[src/rtl/ffd_bank_arbiter_if.sv]
// Requester-side bus of the shared-register arbiter.
// FFD_ARB_GRANT_CNT_EN adds the grant_cnt_out event counter.
interface ffd_bank_arbiter_if #(
    parameter int unsigned NREQ  = 4,
    parameter int unsigned WIDTH = 8
);
    logic [NREQ-1:0]       req_in;
    logic [NREQ-1:0]       wr_in;
    logic [NREQ*WIDTH-1:0] data_in;
    logic [NREQ-1:0]       gnt_out;
    logic                  busy_out;
    logic [WIDTH-1:0]      q_out;
    logic                  wr_ack_out;
`ifdef FFD_ARB_GRANT_CNT_EN
    logic [7:0]            grant_cnt_out;

    modport master (
        output req_in, wr_in, data_in,
        input  gnt_out, busy_out, q_out, wr_ack_out, grant_cnt_out
    );
    modport slave (
        input  req_in, wr_in, data_in,
        output gnt_out, busy_out, q_out, wr_ack_out, grant_cnt_out
    );
`else
    modport master (
        output req_in, wr_in, data_in,
        input  gnt_out, busy_out, q_out, wr_ack_out
    );
    modport slave (
        input  req_in, wr_in, data_in,
        output gnt_out, busy_out, q_out, wr_ack_out
    );
`endif
endinterface

[src/rtl/ffd_bank_arbiter.sv]
// Round-robin arbiter owning one shared WIDTH-bit register, with a per-grant hold limit.
// FFD_ARB_GRANT_CNT_EN adds a saturating 8-bit grant event counter.
module ffd_bank_arbiter #(
    parameter int unsigned NREQ     = 4,
    parameter int unsigned WIDTH    = 8,
    parameter int unsigned MAX_HOLD = 4
) (
    input logic               clk,
    input logic               rst_in,
    ffd_bank_arbiter_if.slave bus
);
    localparam int unsigned IdxW    = (NREQ > 1) ? $clog2(NREQ) : 1;
    localparam int unsigned HoldMax = (MAX_HOLD > 0) ? MAX_HOLD : 1;
    localparam int unsigned HoldW   = $clog2(HoldMax + 1);

    typedef enum logic [0:0] {StIdle, StGrant} state_e;

    state_e            state_q, state_d;
    logic [IdxW-1:0]   owner_q, owner_d;
    logic [IdxW-1:0]   ptr_q, ptr_d;
    logic [HoldW-1:0]  hold_q, hold_d;
    logic [NREQ-1:0]   gnt_q, gnt_d;
    logic [WIDTH-1:0]  data_q, data_d;
    logic              ack_q, ack_d;
    logic [NREQ-1:0]   others;
    logic              hold_sat;

    function automatic logic [IdxW-1:0] next_idx(input logic [IdxW-1:0] i);
        return (32'(i) == NREQ - 1) ? '0 : i + 1'b1;
    endfunction

    // First asserted request scanning start, start+1, ... with wrap.
    function automatic logic [IdxW-1:0] rr_pick(input logic [NREQ-1:0] req,
                                                 input logic [IdxW-1:0] start);
        logic [IdxW-1:0] idx;
        logic [IdxW-1:0] pick;
        logic            found;
        idx   = start;
        pick  = start;
        found = 1'b0;
        for (int unsigned k = 0; k < NREQ; k++) begin
            if (!found && req[idx]) begin
                pick  = idx;
                found = 1'b1;
            end
            idx = next_idx(idx);
        end
        return pick;
    endfunction

    assign others   = bus.req_in & ~gnt_q;
    assign hold_sat = (hold_q == HoldW'(HoldMax));

    always_comb begin
        state_d = state_q;
        owner_d = owner_q;
        ptr_d   = ptr_q;
        hold_d  = hold_q;
        gnt_d   = gnt_q;
        data_d  = data_q;
        ack_d   = 1'b0;
        unique case (state_q)
            StIdle: begin
                if (|bus.req_in) begin
                    owner_d = rr_pick(bus.req_in, ptr_q);
                    gnt_d   = NREQ'(1) << owner_d;
                    hold_d  = HoldW'(1);
                    state_d = StGrant;
                end
            end
            StGrant: begin
                if (bus.req_in[owner_q] && bus.wr_in[owner_q]) begin
                    data_d = bus.data_in[32'(owner_q)*WIDTH +: WIDTH];
                    ack_d  = 1'b1;
                end
                // Release and hold-limit preemption hand over identically.
                if (!bus.req_in[owner_q] || ((MAX_HOLD > 0) && hold_sat && (|others))) begin
                    ptr_d = next_idx(owner_q);
                    if (|others) begin
                        owner_d = rr_pick(others, next_idx(owner_q));
                        gnt_d   = NREQ'(1) << owner_d;
                        hold_d  = HoldW'(1);
                    end else begin
                        gnt_d   = '0;
                        hold_d  = '0;
                        state_d = StIdle;
                    end
                end else if (!hold_sat) begin
                    hold_d = hold_q + 1'b1;
                end
            end
            default: state_d = StIdle;
        endcase
    end

    always_ff @(posedge clk or posedge rst_in) begin
        if (rst_in) begin
            state_q <= StIdle;
            owner_q <= '0;
            ptr_q   <= '0;
            hold_q  <= '0;
            gnt_q   <= '0;
            data_q  <= '0;
            ack_q   <= 1'b0;
        end else begin
            state_q <= state_d;
            owner_q <= owner_d;
            ptr_q   <= ptr_d;
            hold_q  <= hold_d;
            gnt_q   <= gnt_d;
            data_q  <= data_d;
            ack_q   <= ack_d;
        end
    end

    assign bus.gnt_out    = gnt_q;
    assign bus.busy_out   = |gnt_q;
    assign bus.q_out      = data_q;
    assign bus.wr_ack_out = ack_q;

`ifdef FFD_ARB_GRANT_CNT_EN
    logic [7:0] gcnt_q;
    logic       grant_evt;

    // Owner never hands over to itself, so an owner change marks a handover.
    assign grant_evt = (state_d == StGrant) &&
                       ((state_q == StIdle) || (owner_d != owner_q));

    always_ff @(posedge clk or posedge rst_in) begin
        if (rst_in) begin
            gcnt_q <= '0;
        end else if (grant_evt && (gcnt_q != 8'hFF)) begin
            gcnt_q <= gcnt_q + 8'd1;
        end
    end

    assign bus.grant_cnt_out = gcnt_q;
`endif
endmodule

[src/flat_wrapper.sv]
// flat-port wrapper written by rule: the top's interface ports become plain ports
module ffd_bank_arbiter_flat 
#(
    parameter int unsigned NREQ     = 4,
    parameter int unsigned WIDTH    = 8,
    parameter int unsigned MAX_HOLD = 4
)
  (clk, rst_in, bus_req_in, bus_wr_in, bus_data_in, bus_gnt_out, bus_busy_out, bus_q_out, bus_wr_ack_out);
  ffd_bank_arbiter_if #(.NREQ(NREQ), .WIDTH(WIDTH)) bus_i ();
  input logic clk;
  input logic rst_in;
  input wire logic [$bits(bus_i.req_in)-1:0] bus_req_in;
  input wire logic [$bits(bus_i.wr_in)-1:0] bus_wr_in;
  input wire logic [$bits(bus_i.data_in)-1:0] bus_data_in;
  output wire logic [$bits(bus_i.gnt_out)-1:0] bus_gnt_out;
  output wire logic [$bits(bus_i.busy_out)-1:0] bus_busy_out;
  output wire logic [$bits(bus_i.q_out)-1:0] bus_q_out;
  output wire logic [$bits(bus_i.wr_ack_out)-1:0] bus_wr_ack_out;
  assign bus_i.req_in = bus_req_in;
  assign bus_i.wr_in = bus_wr_in;
  assign bus_i.data_in = bus_data_in;
  assign bus_gnt_out = bus_i.gnt_out;
  assign bus_busy_out = bus_i.busy_out;
  assign bus_q_out = bus_i.q_out;
  assign bus_wr_ack_out = bus_i.wr_ack_out;
  ffd_bank_arbiter #(.NREQ(NREQ), .WIDTH(WIDTH), .MAX_HOLD(MAX_HOLD)) u_core (.clk(clk), .rst_in(rst_in), .bus(bus_i));
endmodule
[config.mk]
export PLATFORM = sky130hd
export DESIGN_NAME = ffd_bank_arbiter_flat
export DESIGN_NICKNAME = d
export VERILOG_FILES = /design/src/rtl/ffd_bank_arbiter_if.sv /design/src/rtl/ffd_bank_arbiter.sv /design/src/flat_wrapper.sv
export SDC_FILE = /design/constraint.sdc
export NUM_CORES = 1
export LEC_CHECK = 0
export CAP_MARGIN = 20
export CORE_MARGIN = 3
export CORE_UTILIZATION = 47
export DETAILED_ROUTE_END_ITERATION = 12
export GPL_TIMING_DRIVEN = 0
export PLACE_DENSITY_LB_ADDON = 0.3
export SYNTH_ARGS = -nofsm -noshare
export SYNTH_HDL_FRONTEND = slang
export SYNTH_SLANG_ARGS = --single-unit
[constraint.sdc]
create_clock -name clk -period 2.6 [get_ports clk]
set_input_delay 0.78 -clock clk [delete_from_list [all_inputs] [get_ports clk]]
set_output_delay 0.78 -clock clk [all_outputs]
set_load 0.01 [all_outputs]
Word level (Yosys, flattened, before mapping)
Index checks and enable logic that the tools add are counted.
{"block": "totals", "output_inout_bits": 14, "regBits": 21}
{"block": "op_classes", "shifts": 3, "eq_ne": 12, "n_reduce_logical": 24, "n_bitwise": 3, "magnitude_cmp": 9, "add_sub_neg": 8, "muxes": 78}
{"operator": "$mux 2", "n": 21}
{"operator": "$mux 1", "n": 37}
{"operator": "$shiftx 32x6->8", "n": 1}
{"operator": "$lt 2x3->1 const B", "n": 9}
{"operator": "$bmux 1 s2", "n": 10}
{"operator": "$add 2x1->2 const B", "n": 7}
{"operator": "$eq 2x2->1 const B", "n": 7}
{"operator": "$mux 4", "n": 3}
{"operator": "$reduce_or 4->1", "n": 3}
{"operator": "$mux 3", "n": 3}
{"operator": "$logic_and 1x1->1", "n": 8}
{"operator": "$pmux 4 s2", "n": 1}
{"operator": "$reduce_and 2->1", "n": 4}
{"operator": "$shl 1x2->4 const A", "n": 2}
{"operator": "$logic_not 1->1", "n": 7}
{"operator": "$pmux 3 s2", "n": 1}
{"operator": "$and 4x4->4", "n": 1}
{"operator": "$ne 2x2->1 const B", "n": 2}
{"operator": "$not 4->4", "n": 1}
{"operator": "$pmux 2 s2", "n": 1}
{"operator": "$add 3x1->3 const B", "n": 1}
{"operator": "$eq 3x3->1 const B", "n": 1}
{"operator": "$ne 3x3->1 const B", "n": 1}
{"operator": "$reduce_and 3->1", "n": 1}
{"operator": "4 further kinds", "n": 4}

Logic depth before layout (Yosys ltp)
{"block": "logic_depth", "ltp_word": 30, "depth_mapped": 8, "ltp_nobuf": 7}

Worst setup path after synthesis
No wires, ideal clock.
{"block": "synth_path", "path_kind": "input port to flip-flop", "startpoint": "in bus_req_in[1]", "endpoint": "reg u_core.gnt_q[0] (netlist: u_core.bus.gnt_out[0])", "path_buffers": 1, "setup_ns": 0.065, "path_stages": 7, "arrival_time_ns": 2.377, "required_ns": 2.535, "slack_ns": 0.159, "cell_sequence": "clkbuf_1 > mux4_2 > o41ai_1 > nand2_1 > a311oi_2 > nor3b_2 > o22a_1"}
{"block": "synth_via", "elab_chain_len": 29}
{"element": "from (decl)", "line": "flat_wrapper.sv:12", "text": "input wire logic [$bits(bus_i.req_in)-1:0] bus_req_in;"}
{"element": "$and 4x4->4", "line": "ffd_bank_arbiter.sv:51", "text": "assign others = bus.req_in & ~gnt_q;"}
{"element": "$bmux 1 s2", "line": "ffd_bank_arbiter.sv:42", "text": "if (!found && req[idx]) begin"}
{"element": "$mux 1 (not written as such)", "line": "ffd_bank_arbiter.sv:42"}
{"element": "$mux 1", "line": "ffd_bank_arbiter.sv:42"}
{"element": "$mux 1", "line": "ffd_bank_arbiter.sv:79", "text": "if (|others) begin"}
{"element": "$mux 1", "line": "ffd_bank_arbiter.sv:77", "text": "if (!bus.req_in[owner_q] || ((MAX_HOLD > 0) && hold_sat && (|others))) begin"}
{"element": "$mux 1", "line": "ffd_bank_arbiter.sv:62", "text": "unique case (state_q)"}
{"element": "$logic_not 1->1", "line": "ffd_bank_arbiter.sv:42"}
{"element": "[13 not listed]"}
{"element": "$mux 2", "line": "ffd_bank_arbiter.sv:42"}
{"element": "$mux 2", "line": "ffd_bank_arbiter.sv:79"}
{"element": "$mux 2", "line": "ffd_bank_arbiter.sv:77"}
{"element": "$mux 2", "line": "ffd_bank_arbiter.sv:62"}
{"element": "$shl 1x2->4", "line": "ffd_bank_arbiter.sv:81", "text": "gnt_d = NREQ'(1) << owner_d;"}
{"element": "$mux 4", "line": "ffd_bank_arbiter.sv:79"}
{"element": "$mux 4", "line": "ffd_bank_arbiter.sv:77"}
{"element": "$pmux 4 s2", "line": "ffd_bank_arbiter.sv:62"}
{"element": "to (signal assigned)", "line": "ffd_bank_arbiter.sv:110", "text": "gnt_q <= gnt_d;"}
{"element": "to (decl)", "line": "ffd_bank_arbiter.sv:22", "text": "logic [NREQ-1:0] gnt_q, gnt_d;"}
Parallel ways exist; a longest one is shown, timed or not. The select of a mux whose other input is x is not followed.
A chain may end at the register's enable or synchronous reset.

Worst setup path after layout
{"block": "layout_path", "startpoint": "in bus_req_in[3]", "endpoint": "reg u_core.gnt_q[0] (netlist: u_core.bus.gnt_out[0])"}
The elaborated chain is that of the path after synthesis.

==> results.cfg <==
[sta]
fin_worst_skew_ps = 6.97
slew_headroom = 0.476
tightest_slew_ps = 786
finalHoldViolations = 0
finalSetupViolCount = 0
maxSlewViolCount = 0
tns_ps = 0
period_share = 0.964
holdWs_ps = 509
timing.fmax_mhz = 399
period_minus_slack_ps = 2510

[global_routing]
grt_overflow_total = 0
grt_max_degree = 22
grt_pass1_vias = 1750
grt_pass1_wl_um = 7960
antenna_found_initial = 0
track_usage = 0.230

[pwr]
power.total_uw = 3040
internal_power_uw = 1710
p_leak_uw = 0.00104
p_per_area_nw_per_um2 = 1170
clkPwrFrac = 0.071
seqPwrFrac = 0.209
netSwitchingPower_uw = 1330
swShare = 0.437
p_comb_frac = 0.720
peakVddDrop_v = 0.000751

[die]
core_um2 = 3470
die_w_um = 67.3
die_h_um = 67.3
start_util = 0.510
design.die.area_um2 = 4530
core.rowCount = 21
pin_count = 56

[min_path]
hp-class = reg -> reg
min_from = u_core.bus.q_out[1]

[yosys]
yosysWarnings = 0
netlist.area_leader.share = 0.297
syn_inst = 179
synth_compound_area_frac = 0.197
async_flop_share = 1.00
synthMuxAreaShare = 0.247
synth-seq-cells = 21
yosys_most_used_dff = dfrtp_1
netlist_area_um2 = 1770
yosys.area.top_type = dfrtp_1
ys_types = 51
synth_simple_gate_area_frac = 0.180
synth_xor_area_frac = 0
postSynthAreaPerCell_um2 = 9.88
ys_seq_area_frac = 0.297
synth_top_family_by_area = multiplexers
synthTopCellsByArea = dfrtp_1, mux4_2, mux2_2
synth_edf_count = 0
synth_fa_ha_area_frac = 0.0283
syn-num-nets = 225

[drt]
drc = 0
routed_wl_um = 4900
drt_iter0_markers = 91
firstDrtPassIters = 4
vias = 1733
postRouteAntennaNets = 0
avgViaCountPerCell = 5.89
wl_per_cell_um = 16.7

[setup_path]
worstPathRequired_ps = 2800
worstPathMaxFanout = 6
crit_path_start_kind = input pin
r2r-start = u_core.ptr_q[1]
crit_arrival_ps = 2710
end_kind = flop
criticalPathCategory = in -> reg
critical_path.startpoint = bus_req_in[3]

[placed_design]
dp_hpwl_um = 3620
gp_congestion = 0.932
place_inst = 280
portBuffers = 55

[layout]
syn_to_final_growth_pct = 46.3
nNetsFinal = 295
drive_above_1_share = 0.250
nFillCells = 270
n_antenna_cell = 0
instances_no_fill = 294

[clock_network]
clockRootBuffer = clkbuf_8
clk_pin_slew_ps = 70
cts_sinks = 21
clockBufferDepth = 2
cts_buffers = 3
htree_levels = 1
clk_latency_ps = 270
cts_tree = yes

[job]
max_cap_violations = 0

[outcome]
status = finished, final reports clean
through the flow:
stage | utilization | instance area [µm²] | setup WS [ps]
2_1_floorplan | - | 1770 | 159
6_report | 0.746 | 2590 | 93.5
4_1_cts | 0.720 | 2500 | 13.2
3_5_place_dp | 0.685 | 2380 | -681
5_1_grt | 0.746 | 2590 | -55.0
3_3_place_gp | 0.685 | 2380 | -668
repair_timing:
| item | 4_1_cts | 5_1_grt |
|---|---|---|
| resized for setup | 21 | 19 |
| setup endpoints to repair | 17 | 5 |
| pin swaps | 2 | 4 |
| hold buffers | 0 | 0 |
| hold endpoints to repair | 0 | 0 |
| setup buffers | 4 | 6 |
| gates cloned | 0 | 0 |
layout by cell type, fill, tap and decap left out, types with 3 or more instances in the layout:
cell type	instances
dfrtp_1	21
or4_1	3
clkbuf_8	4
nand2_1	15
ha_1	3
mux2i_1	5
clkbuf_1	5
o21a_1	3
mux2_2	9
o21ai_0	8
nand2b_1	8
buf_4	10
mux4_2	12
buf_6	4
clkdlybuf4s50_1	51
nor2_1	10
clkbuf_2	4
inv_1	7
o22ai_1	5
a21oi_1	7
nor2b_1	4
cell type report:
class / instances / area, µm² / share of cell area
buffer: 13 / 103 / 0.0397
inverter: 7 / 26.3 / 0.0102
multi-input combinational: 138 / 1220 / 0.473
sequential: 21 / 526 / 0.203
timing repair buffer: 65 / 606 / 0.234
clock buffer: 4 / 45.0 / 0.0174
tap: 46 / 57.6 / 0.0223
worst paths after layout:
check	end	slack [ps]	cells past startpoint
max	u_core.bus.gnt_out[0]	90	8
min	u_core.bus.q_out[1]	510	1
max reg2reg	u_core.bus.gnt_out[0]	140	8
min reg2reg	u_core.bus.q_out[1]	510	1
max in group asynchronous	u_core.bus.q_out[6]	1150	2
min in group asynchronous	u_core.bus.q_out[3]	950	2
power groups by stage:
stage / combinational, µW / clock, µW / sequential [µW]
finish: 2190 / 216 / 633
global placement: 1920 / 0 / 623
detailed placement: 1950 / 0 / 631
CTS: 2020 / 223 / 625
floorplan: 1350 / 0 / 652
global route: 2410 / 238 / 657
routing by layer:
metal / wire, µm / share of wire / vias up / GRT usage
met1: 2120 / 0.43 / 828 / 0.319
li1: - / - / 830 / -
met4: 39 / 0.0080 / 0 / 0.0456
met5: 0 / 0 / - / 0
met3: 365 / 0.075 / 5 / 0.0666
met2: 2370 / 0.48 / 70 / 0.361
registers in the layout (all words and copies together) (netlist names):
register               count
u_core.bus.q_out           8
u_core.bus.wr_ack_out      1
u_core.ptr_q               2
u_core.owner_q             2
u_core.state_q             1
u_core.bus.gnt_out         4
u_core.hold_q              3
cell families (layout without fill, tap and decap cells):
family / after synthesis / in the layout
simple gates: 58 / 58
compound gates: 49 / 49
mux: 27 / 27
flops: 21 / 21
buf+inv: 20 / 89
fa+ha+maj: 4 / 4
synthesized netlist by cell type (5+ instances only):
library cell,number
mux2_2,9
inv_1,7
mux2i_1,5
nand2b_1,8
nor2_1,10
buf_2,5
a21oi_1,7
clkbuf_1,6
mux4_2,12
nand2_1,15
o21ai_0,11
o22ai_1,5
dfrtp_1,21
nor2b_1,5
critical path, stage by stage:
cell	delay (ps)
clkbuf_2	120
buf_6	140
mux4_2	480
o41ai_2	310
nand2_1	160
a311oi_4	350
nor3b_2	210
o22a_1	150
No activity file was read; power rests on OpenSTA's default activity.
